==> config.mk <==
export PLATFORM = sky130hd
export DESIGN_NAME = button_debouncer
export DESIGN_NICKNAME = d
export VERILOG_FILES = /design/src/rtl/vend_pkg.sv /design/src/rtl/debounce_channel.sv /design/src/rtl/button_debouncer.sv
export SDC_FILE = /design/constraint.sdc
export NUM_CORES = 1
export LEC_CHECK = 0
export CAP_MARGIN = 10
export CORE_MARGIN = 1
export CORE_UTILIZATION = 40
export DETAILED_ROUTE_END_ITERATION = 10
export SLEW_MARGIN = 20
export SYNTH_ARGS = -nofsm -noshare
export SYNTH_HDL_FRONTEND = slang
export SYNTH_SLANG_ARGS = --single-unit
export TNS_END_PERCENT = 1
==> constraint.sdc <==
create_clock -name clk -period 2.4 [get_ports clk]
set_clock_uncertainty 0.1 [all_clocks]
set_input_delay 0.36 -clock clk [delete_from_list [all_inputs] [get_ports clk]]
set_output_delay 0.36 -clock clk [all_outputs]
set_load 0.01 [all_outputs]
==> src/rtl/vend_pkg.sv <==
// Shared vending-panel definitions: debounce channel state encoding, button indices
// and a priority-encode helper used by the front-panel debouncer.
package vend_pkg;

    typedef enum logic [1:0] {
        IDLE  = 2'd0,
        ARM_P = 2'd1,
        HELD  = 2'd2,
        ARM_R = 2'd3
    } chan_state_t;

    localparam int BTN_COIN5        = 0;
    localparam int BTN_COIN10       = 1;
    localparam int BTN_SELECT       = 2;
    localparam int BTN_CANCEL       = 3;
    localparam int TICK_PERIOD_CLKS = 50000;

    // Lowest set bit wins; an all-zero vector maps to index 0.
    function automatic logic [3:0] lowest_set_idx(input logic [15:0] vec);
        logic [3:0] idx;
        idx = '0;
        for (int i = 15; i >= 0; i--) begin
            if (vec[i]) idx = 4'(i);
        end
        return idx;
    endfunction

endpackage

==> src/rtl/debounce_channel.sv <==
// One debounced input: synchroniser, four-state accept/reject FSM and stability counter.
// Emits the debounced level and registered 1-clk press/release pulses.
module debounce_channel
    import vend_pkg::*;
#(
    parameter int STABLE_TICKS = 10,
    parameter int SYNC_STAGES  = 2
) (
    input  logic clk,
    input  logic reset_n,
    input  logic tick,
    input  logic raw,
    output logic level,
    output logic press_pulse,
    output logic release_pulse
);

    localparam int CNT_W = $clog2(STABLE_TICKS + 1);
    localparam logic [CNT_W-1:0] CNT_LAST = CNT_W'(STABLE_TICKS - 1);
    localparam logic [CNT_W-1:0] CNT_ONE  = CNT_W'(1);

    logic [SYNC_STAGES-1:0] sync_q;
    logic                   s;
    chan_state_t            state_q, state_d;
    logic [CNT_W-1:0]       cnt_q, cnt_d;
    logic                   press_q, press_d;
    logic                   release_q, release_d;

    assign s = sync_q[SYNC_STAGES-1];

    // NOTE: non-blocking assignments here so every flop samples pre-edge values.
    always_ff @(posedge clk or negedge reset_n) begin
        if (!reset_n) begin
            sync_q    <= '0;
            state_q   <= IDLE;
            cnt_q     <= '0;
            press_q   <= 1'b0;
            release_q <= 1'b0;
        end else begin
            sync_q    <= {sync_q[SYNC_STAGES-2:0], raw};
            state_q   <= state_d;
            cnt_q     <= cnt_d;
            press_q   <= press_d;
            release_q <= release_d;
        end
    end

    // NOTE: every output of this block gets a default first, so no path infers a latch.
    always_comb begin
        state_d   = state_q;
        cnt_d     = cnt_q;
        press_d   = 1'b0;
        release_d = 1'b0;
        if (tick) begin
            unique case (state_q)
                IDLE: if (s) begin
                    if (STABLE_TICKS == 1) begin
                        state_d = HELD;
                        cnt_d   = '0;
                        press_d = 1'b1;
                    end else begin
                        state_d = ARM_P;
                        cnt_d   = CNT_ONE;
                    end
                end
                ARM_P: begin
                    if (!s) begin
                        state_d = IDLE;
                        cnt_d   = '0;
                    end else if (cnt_q == CNT_LAST) begin
                        state_d = HELD;
                        cnt_d   = '0;
                        press_d = 1'b1;
                    end else begin
                        cnt_d = cnt_q + CNT_ONE;
                    end
                end
                HELD: if (!s) begin
                    if (STABLE_TICKS == 1) begin
                        state_d   = IDLE;
                        cnt_d     = '0;
                        release_d = 1'b1;
                    end else begin
                        state_d = ARM_R;
                        cnt_d   = CNT_ONE;
                    end
                end
                ARM_R: begin
                    if (s) begin
                        state_d = HELD;
                        cnt_d   = '0;
                    end else if (cnt_q == CNT_LAST) begin
                        state_d   = IDLE;
                        cnt_d     = '0;
                        release_d = 1'b1;
                    end else begin
                        cnt_d = cnt_q + CNT_ONE;
                    end
                end
                default: begin
                    state_d = IDLE;
                    cnt_d   = '0;
                end
            endcase
        end
    end

    // Level is a pure decode of the state register: high while accepted-pressed.
    assign level         = (state_q == HELD) || (state_q == ARM_R);
    assign press_pulse   = press_q;
    assign release_pulse = release_q;

endmodule

==> src/rtl/button_debouncer.sv <==
// Front-panel debouncer: NUM_BTN independent channels plus a registered output stage
// with press_any and a lowest-index-first press encoder, all aligned to btn_press.
module button_debouncer
    import vend_pkg::*;
#(
    parameter int NUM_BTN      = 4,
    parameter int STABLE_TICKS = 10,
    parameter int SYNC_STAGES  = 2
) (
    input  logic               clk,
    input  logic               reset_n,
    input  logic               tick,
    input  logic [NUM_BTN-1:0] btn_raw,
    output logic [NUM_BTN-1:0] btn_level,
    output logic [NUM_BTN-1:0] btn_press,
    output logic [NUM_BTN-1:0] btn_release,
    output logic               press_any,
    output logic [3:0]         press_idx
);

    logic [NUM_BTN-1:0] lvl_w;
    logic [NUM_BTN-1:0] press_w;
    logic [NUM_BTN-1:0] rel_w;

    for (genvar i = 0; i < NUM_BTN; i++) begin : g_ch
        debounce_channel #(
            .STABLE_TICKS (STABLE_TICKS),
            .SYNC_STAGES  (SYNC_STAGES)
        ) u_ch (
            .clk           (clk),
            .reset_n       (reset_n),
            .tick          (tick),
            .raw           (btn_raw[i]),
            .level         (lvl_w[i]),
            .press_pulse   (press_w[i]),
            .release_pulse (rel_w[i])
        );
    end

    // One register stage for every output keeps level, pulses and encoder in step.
    always_ff @(posedge clk or negedge reset_n) begin
        if (!reset_n) begin
            btn_level   <= '0;
            btn_press   <= '0;
            btn_release <= '0;
            press_any   <= 1'b0;
            press_idx   <= '0;
        end else begin
            btn_level   <= lvl_w;
            btn_press   <= press_w;
            btn_release <= rel_w;
            press_any   <= |press_w;
            press_idx   <= lowest_set_idx(16'(press_w));
        end
    end

endmodule

### After elaboration in Yosys (flattened, before gate mapping)

Cells that the tools add are included.

* output and inout bits: 17
* logic and storage cells: 162
* bits in registers: 57

* mux-type cells: 84
* reduce and logical (&&, ||, !) cells: 17
* equal/unequal tests: 32
* add/subtract/negate cells: 4

Operators by type and width (number)
* two-way mux 4 bit: 22
* one-hot mux 4 bit (4 select lines): 4
* two-way mux 2 bit: 26
* one-hot mux 2 bit (4 select lines): 4
* two-way mux 1 bit: 28
* AND reduction 5 bit: 4
* adder 4 x 1 -> 4 bit (second input constant): 4
* == test 2 bit (second input constant): 8
* == test 4 bit (second input constant): 4
* != test 3 x 1 -> 1 bit (second input constant): 4
* != test 3 bit (second input constant): 4
* AND reduction 3 bit: 4
* == test 2 x 1 -> 1 bit (second input constant): 4
* zero test 2 bit: 4
* != test 2 x 1 -> 1 bit (second input constant): 4
* != test 2 bit (second input constant): 4
* logical OR 1 bit: 4
* OR reduction 4 bit: 1

### Logic depth before layout (Yosys ltp)

Gate-level depths: netlist (run 1).

* depth after elaboration: 5
* mapped depth: 6
* depth with buffers taken out: 6

### Cells and area by module

Synthesis (run 1) repeated with hierarchy kept, for this count alone.

* cell total of the unflattened synthesis: 176
* area, all modules: 2269.7 sq um

Modules (own cells, without submodules)
* debounce_channel at g_ch[1].u_ch ...: cells each 37, area each 457.9 sq um, instances 3
* debounce_channel at g_ch[0].u_ch: cells each 40, area each 466.7 sq um, instances 1
* button_debouncer: cells each 25, area each 429.2 sq um, instances 1

### Worst setup path after synthesis (run 1)

No wires, ideal clock.

* kind: register to register
* start point: register g_ch[3].u_ch.cnt_q[1]
* end point: register with a tool-made name
* clock period less this slack: 1.633 ns
* setup slack: 0.767 ns
* path buffers: 0
* stages on the path, launching flop included: 7
* data arrival time: 1.408 ns
* cells stage by stage: dfrtp_1 -> inv_1 -> ha_1 -> nand2_1 -> o211ai_1 -> nand3_1 -> mux2_2

RTL lines
* start, declared: RTL line debounce_channel.sv:25 `logic [CNT_W-1:0] cnt_q, cnt_d;`
* start signal, assigned: RTL line debounce_channel.sv:42 `cnt_q <= cnt_d;`

==> impl_results.md, run 1 <==
- Final net count: 224
- Cell Area, Synth: 2230 um^2
- Max H-tree Level: 2
- Simple-gate share of the synthesized area: 12.3%
- Period utilization: between 70% and 80%
- Power per Cell Area: 936 nW/um^2
- Largest family of logic cells by synthesized area: compound AO/OA/AOI/OAI gates
- XOR/XNOR share of the synthesized area: 1.91%
- CP required: ~2500 ps
- Clk root buf: clkbuf_8
- Setup TNS: 0 ps
- DR pass1 iterations: 4
- Post-synth top area cell: dfrtp_1
- Rel. slew slack: 60.9%
- WL final: 3790 um
- WHS Endpoint: btn_release[3]
- Initial DRC count: approximately 110
- Async set or reset register ratio after synthesis: 100%
- RSZ-0062 raised after global routing: no
- Post-synthesis cell type count: 39
- IO Count: 24
- Min Hold Slack: 255 ps
- # fillers: 482
- Initial core utilization: 42.5%
- Antenna diodes: 0
- Post-synth EDFFs: 0
- Die Y: 76.6 um
- Crit path launch type: flip-flop
- Post-CTS Setup Inserts: 0
- Crit-path slowest cell: o211ai_1
- Post-synth top area share: 61.8%
- Post-route ant nets: 0
- Seq/Total Area, Yosys: 61.8%
- Reg-to-reg startpoint: g_ch[3].u_ch.cnt_q[1]
- Post-synthesis mux area share: under 10%
- Fin. Hold Viols: 0
- Post-synth top cells: dfrtp_1, nand2_1, inv_1
- FP Rows: 26
- Post-CTS sizing: 0
- Maximum VDD drop: 0.000448 V
- Actual slew at the worst max-slew pin: 585 ps
- CTS Sinks: 55
- Vias: 1462
- Maximum clock insertion buffer count: 2
- Top-count cell post-synth: dfrtp_1
- Data arrival, critical path: 1950 ps
- Worst reg2reg path depth: 6
- Post-synthesis adder-cell area fraction: 3.37%
- Die width: 76.6 um
- CP max stage delay: a little under 500 ps
- DP Area: between 2000 and 3000 um^2
- CP endpoint kind: flip-flop
- Post-DR vias/cell: 5.18
- Max Cap Viol: 0
- Clk pin slew, worst setup/hold paths: about 90 ps
- P_leak: 1.16 nW
- PortBufs: 21
- Max Slew Vio Count: 0
- Fin crit period: 1850 ps
- Status: completed
- Num CTS Buffers: 5
- Critical Path, Cell by Cell: inv_1 > ha_1 > nand2_1 > o211ai_1 > nand3_1 > mux2_2
- Yosys Warn Count: 0
- Top cells by area, synth: dfrtp_1, ha_1, nor3b_1
- Final instance area: 2630 um^2
- Pin count of the biggest net entering global routing: 32
- Detailed-route DRC error count: 0
- Vias in the first global route: 1487
- Source of the worst hold timing path: g_ch[3].u_ch.release_pulse
- Placer Congestion: 0.782
- Synth Area in Compound Gates: 14.2%
- Syn avg cell area: 11.8 um^2
- Hold Path Class: flip-flop to flip-flop
- WHS Path Cells: 0
- Synth Register Bits: 55
- Share of cells above drive strength 1: 10.4%
- Worst skew pair latency: 300 ps
- Die area: about 5900 um^2
- Crit-path max FO: 8
- Syn Inst Count: 188
- WS Path Type: flip-flop to flip-flop
- Final setup violating endpoints: 0
- Maximum clock frequency: 540 MHz
- CTS tree: yes
- Routed wire per std cell: around 13 um
- Area Growth Syn to Fin: 17.9%
- Core ar.: 5240 um^2
- Main synth FF type: dfrtp_1
- Total Routing Usage GR: 14.6%
- Hpwl dp: 2690 um
- Gr ovfl total: 0
- Antenna violations before repair: 0
- Reg2reg setup slack: 550 ps
- Global-route wire length before repair: about 6700 um
-- what timing repair did --
item / in CTS / in global routing
hold endpoints to repair: 24 / 0
setup endpoints to repair: 0 / 0
hold buffers: 1 / 0
-- per-stage QoR --
stage	power [W]	cells	utilization, %	setup slack, ps
floorplan	0.00173	189	-	767
global placement	0.00187	273	47.9	417
detailed placement	0.00193	273	47.9	379
CTS	0.00248	282	50.1	563
global route	0.00263	282	50.1	392
finish	0.00246	282	50.1	548
-- per-layer routing --
layer  GRT usage (%)  wire length, um
met5               0                0
met4            4.62               34
met3            3.83              145
met2            25.0             1950
met1            17.9             1670
-- cell families after synthesis --
group / count (synthesis)
xor+xnor: 4
fa+ha+maj: 6
flops: 55
other cells: 1
simple gates: 51
mux: 4
compound gates: 45
buf+inv: 22
-- report_power, final --
group	switching (W)	total, W	internal, W	leakage, nW
logic	0.000310	0.000595	0.000285	0.392
registers	0.000216	0.00132	0.00110	0.716
clock network	0.000283	0.000545	0.000263	0.0505
-- registers in the layout, indices dropped and copies added, names as in the netlist, named ones only --
name and count:
press_idx 2, press_any 1, g_ch.u_ch.state_q 4, g_ch.u_ch.sync_q 8, btn_release 4, btn_level 4, btn_press 4, g_ch.u_ch.cnt_q 16
g_ch.u_ch.release_pulse 4, g_ch.u_ch.press_pulse 4
-- cells in the final DEF, fill, tap and decap left out, types with 2 or more instances in the layout --
cell | synthesis | layout
o31ai_1 | 3 | 3
conb_1 | 1 | 2
nand2_1 | 15 | 15
clkdlybuf4s50_1 | 0 | 20
nor2_1 | 7 | 7
a31oi_1 | 4 | 4
dfrtp_1 | 55 | 55
nor4_1 | 2 | 2
a21oi_1 | 8 | 8
o21a_1 | 4 | 4
buf_4 | 3 | 3
ha_1 | 6 | 6
nand3_1 | 10 | 10
o21ai_0 | 10 | 10
clkbuf_8 | 0 | 7
a21o_1 | 2 | 2
nor3_1 | 4 | 4
xor2_1 | 3 | 3
mux2_2 | 4 | 4
nor3b_1 | 8 | 8
o211ai_1 | 3 | 3
o32ai_1 | 2 | 2
inv_1 | 11 | 11
-- critical path, delay by kind of cell, from the launching register on --
family                     cells  cell delay [ps]
AOI/OAI and AO/OA              1              490
muxes                          1              290
adders and majority gates      1              140
and+or+nand+nor                2              220
buffers and inverters          1               90
DFF                            1              410
-- worst max path at each step --
stage                     startpoint                    end  slack (ps)  depth (start not counted)
6_report       g_ch[3].u_ch.cnt_q[1]              flip-flop         550                          6
4_1_cts        g_ch[3].u_ch.cnt_q[1]              flip-flop         560                          6
3_3_place_gp                    tick              flip-flop         420                          4
3_5_place_dp                    tick              flip-flop         380                          4
2_1_floorplan  g_ch[3].u_ch.cnt_q[1]              flip-flop         770                          6
5_1_grt        g_ch[3].u_ch.cnt_q[1]  g_ch[3].u_ch.cnt_q[3]         390                          6
-- cell type report --
class                      instances  area [um^2]  area share, %
clock inverter                     1         7.51          0.286
tap                               70         87.6           3.34
inverter                          11         41.3           1.57
multi-input combinational        112          758           28.9
clock buffer                       7         96.3           3.67
sequential                        55         1380           52.4
timing repair buffer              26          258           9.82
No activity file was read; power rests on OpenSTA's default activity.
==> run 2, diff against run 1 <==
Clock period 2.4 ns to 1.6 ns, I/O delays scaled along.
==> run 2 against run 1 <==
  * The flow now finishes with violations (negative setup slack)
  * Clock power rose by 91%
  * Global-route usage increased by 1.0 points
  * Critical path depth rose by 1
  * Via count grew 4.0%
  * Setup slack lost 590 ps
  * Sequential share of layout area decreased by 3.6 points
  * Count of clock-buffer cells in the layout down 1
  * Flip-flop and latch count is the same
  * Wire length grew 6.8%
  * Die area unchanged
==> impl_results.md, run 2 (synthesis gave the netlist of run 1 again) <==
- Crit path launch type: flip-flop (unchanged)
- Post-route ant nets: 0 (unchanged)
- Vias: 1521 (was 1462)
- Reg-to-reg startpoint: g_ch[3].u_ch.cnt_q[1] (unchanged)
- WL final: 4050 um (was 3790 um)
- Setup crit start: g_ch[3].u_ch.cnt_q[1] (unchanged)
- Core ar.: 5240 um^2 (unchanged)
- Die area: 5870 um^2 (unchanged)
- Final setup violating endpoints: 2 (was 0)
- CP required: 1690 ps (was 2490 ps)
- CP endpoint kind: flip-flop (unchanged)
- Setup WS post-layout: -40.2 ps (was 548 ps)
- Rel. slew slack: 59.6% (was 60.9%)
- Hpwl dp: 2850 um (was 2690 um)
- Max Slew Vio Count: 0 (unchanged)
- Setup TNS: -51.9 ps (was 0 ps)
- Fin crit period: 1640 ps (was 1850 ps)
- Crit-path max FO: 7 (was 8)
- Post-Place Worst Slack: -253 ps (was 379 ps)
- FP Rows: 26 (unchanged)
- Max reg flops: 16 (unchanged)
- Die Y: 76.6 um (unchanged)
- Crit-path slowest cell: dfrtp_1 (was o211ai_1)
- Status: finished, violations left (was completed)
- Data arrival, critical path: 1730 ps (was 1950 ps)
- Largest Register: g_ch.u_ch.cnt_q (unchanged)
- Clk pin slew, worst setup/hold paths: 100 ps (was 90 ps)
- PortBufs: 21 (unchanged)
- Pin count of the biggest net entering global routing: 32 (unchanged)
- DR pass1 iterations: 4 (unchanged)
- Commonest cells after routing, fill and taps aside: dfrtp_1, clkdlybuf4s50_1, buf_4 (was dfrtp_1, clkdlybuf4s50_1, nand2_1)
- Initial DRC count: 76 (was 111)
- Total Routing Usage GR: 15.6% (was 14.6%)
- Gr ovfl total: 0 (unchanged)
- RSZ-0062 raised after global routing: yes (was no)
- Maximum clock frequency: 610 MHz (was 540 MHz)
- CTS tree: yes (unchanged)
- WS Path Type: flip-flop to flip-flop (unchanged)
- Post-DR vias/cell: 5.07 (was 5.18)
- Reg power frac: 46.0% (was 53.6%)
- Cell internal pwr: 0.00292 W (was 0.00165 W)
- Period utilization: 103% (was 77.2%)
- CP max stage delay: 410 ps (was 490 ps)
- Clk pwr share: 24.8% (was 22.2%)
- Actual slew at the worst max-slew pin: 606 ps (was 585 ps)
- Most common cell after layout, fill and taps aside: dfrtp_1 (unchanged)
- Power per Cell Area: 1490 nW/um^2 (was 936 nW/um^2)
- Maximum clock insertion buffer count: 2 (unchanged)
- Max H-tree Level: 2 (unchanged)
- Vias in the first global route: 1607 (was 1487)
- Worst skew pair latency: 300 ps (about the same)
- Net Switching: 0.00128 W (was 0.000809 W)
- Logic gate share of total power: 29.2% (was 24.2%)
- CTS Sinks: 55 (unchanged)
- Area Growth Syn to Fin: 26.6% (was 17.9%)
- Antenna diodes: 0 (unchanged)
- Clk root buf: clkbuf_8 (unchanged)
- Hold Path Class: flip-flop to flip-flop (unchanged)
- Failing checks: negative setup slack
- Detailed-route DRC error count: 0 (unchanged)
- Maximum VDD drop: 0.00101 V (was 0.000448 V)
- Fin. Hold Viols: 0 (unchanged)
- Final net count: 242 (was 224)
- Critical Path, Cell by Cell: inv_2 > ha_1 > nand2_1 > o211ai_1 > buf_4 > nor2_1 > a211o_1 (was inv_1 > ha_1 > nand2_1 > o211ai_1 > nand3_1 > mux2_2)
- Initial core utilization: 42.5% (unchanged)
- Global-route wire length before repair: 7080 um (was 6720 um)
- Placer Congestion: 0.766 (was 0.782)
- Antenna violations before repair: 0 (unchanged)
- Routed wire per std cell: 13.5 um (about the same)
- Share of cells above drive strength 1: 19.1% (was 10.4%)
- Final core utilization: 53.8% (was 50.1%)
- IO Count: 24 (unchanged)
- Die width: 76.6 um (unchanged)
- Num CTS Buffers: 5 (unchanged)
- Largest regs: g_ch.u_ch.cnt_q (16), g_ch.u_ch.sync_q (8) (unchanged)
- Max Cap Viol: 0 (unchanged)
- P_leak: 1.27 nW (was 1.16 nW)
- Switch share: 30.4% (was 32.9%)
- Source of the worst hold timing path: g_ch[0].u_ch.release_pulse (was g_ch[3].u_ch.release_pulse)
## run 2: changes by cell type in the layout (fill, tap and decap cells not counted), moves of 2 or more
cell and delta:
buf_4 +16, bufinv_16 +2, clkbuf_8 -2, inv_1 -2, inv_2 +2, o21ai_0 -2, o21ai_1 +2
## run 2: layer usage
layer	up-vias	track usage [%]	wire length, um
li1	742	-	-
met1	740	17.5	1800
met2	37	28.3	2080
met3	2	5.15	146
met4	0	4.04	24
met5	-	0	0
## run 2: power groups by stage
| stage | Combinational [W] | Sequential (W) | Clock (W) |
|---|---|---|---|
| 3_5_place_dp | 0.00118 | 0.00194 | 0 |
| 2_1_floorplan | 0.000685 | 0.00191 | 0 |
| 5_1_grt | 0.00136 | 0.00197 | 0.00114 |
| 6_report | 0.00123 | 0.00193 | 0.00104 |
| 3_3_place_gp | 0.00111 | 0.00191 | 0 |
| 4_1_cts | 0.00120 | 0.00192 | 0.00107 |
## run 2: area by class of cell
cell class                 count  area, um^2
inverter                      11        41.3
timing repair buffer          44         409
multi-input combinational    112         772
clock buffer                   6        72.6
sequential                    55        1380
tap                           70        87.6
fill                         459        2420
clock inverter                 2        60.1
## run 2: repair_timing
item                                    CTS  global route
endpoints found under the setup margin    5            10
setup buffers                             0             2
hold buffers                              1             0
resized for setup                         4             4
pin swaps                                 0             2
hold endpoints to repair                 24             0
## run 2: through the flow
| step | total power [W] | instances | cell area, um^2 | hold slack [ps] |
|---|---|---|---|---|
| global route | 0.00447 | 300 | 2820 | 252 |
| detailed placement | 0.00312 | 289 | 2640 | 174 |
| finish | 0.00420 | 300 | 2820 | 255 |
| CTS | 0.00419 | 298 | 2800 | 257 |
| floorplan | 0.00259 | 189 | 2230 | -156 |
| global placement | 0.00303 | 289 | 2640 | 154 |
## run 2: path summary, 6_finish.rpt
check,endpoint,slack [ps],depth (start not counted)
setup / recovery,g_ch[3].u_ch.cnt_q[3],-40,7
hold / removal,btn_release[0],250,0
setup reg to reg,g_ch[3].u_ch.cnt_q[3],-40,7
hold reg to reg,btn_release[0],250,0
max in group asynchronous,g_ch[1].u_ch.cnt_q[1],450,3
min in group asynchronous,g_ch[2].u_ch.sync_q[1],380,2
## run 2: critical path, delay by kind of cell, from the launching register on
family / cells / cell delay, ps
compound gates: 2 / 500
fa+ha+maj: 1 / 130
buf+inv: 2 / 260
flops: 1 / 410
simple gates: 2 / 120
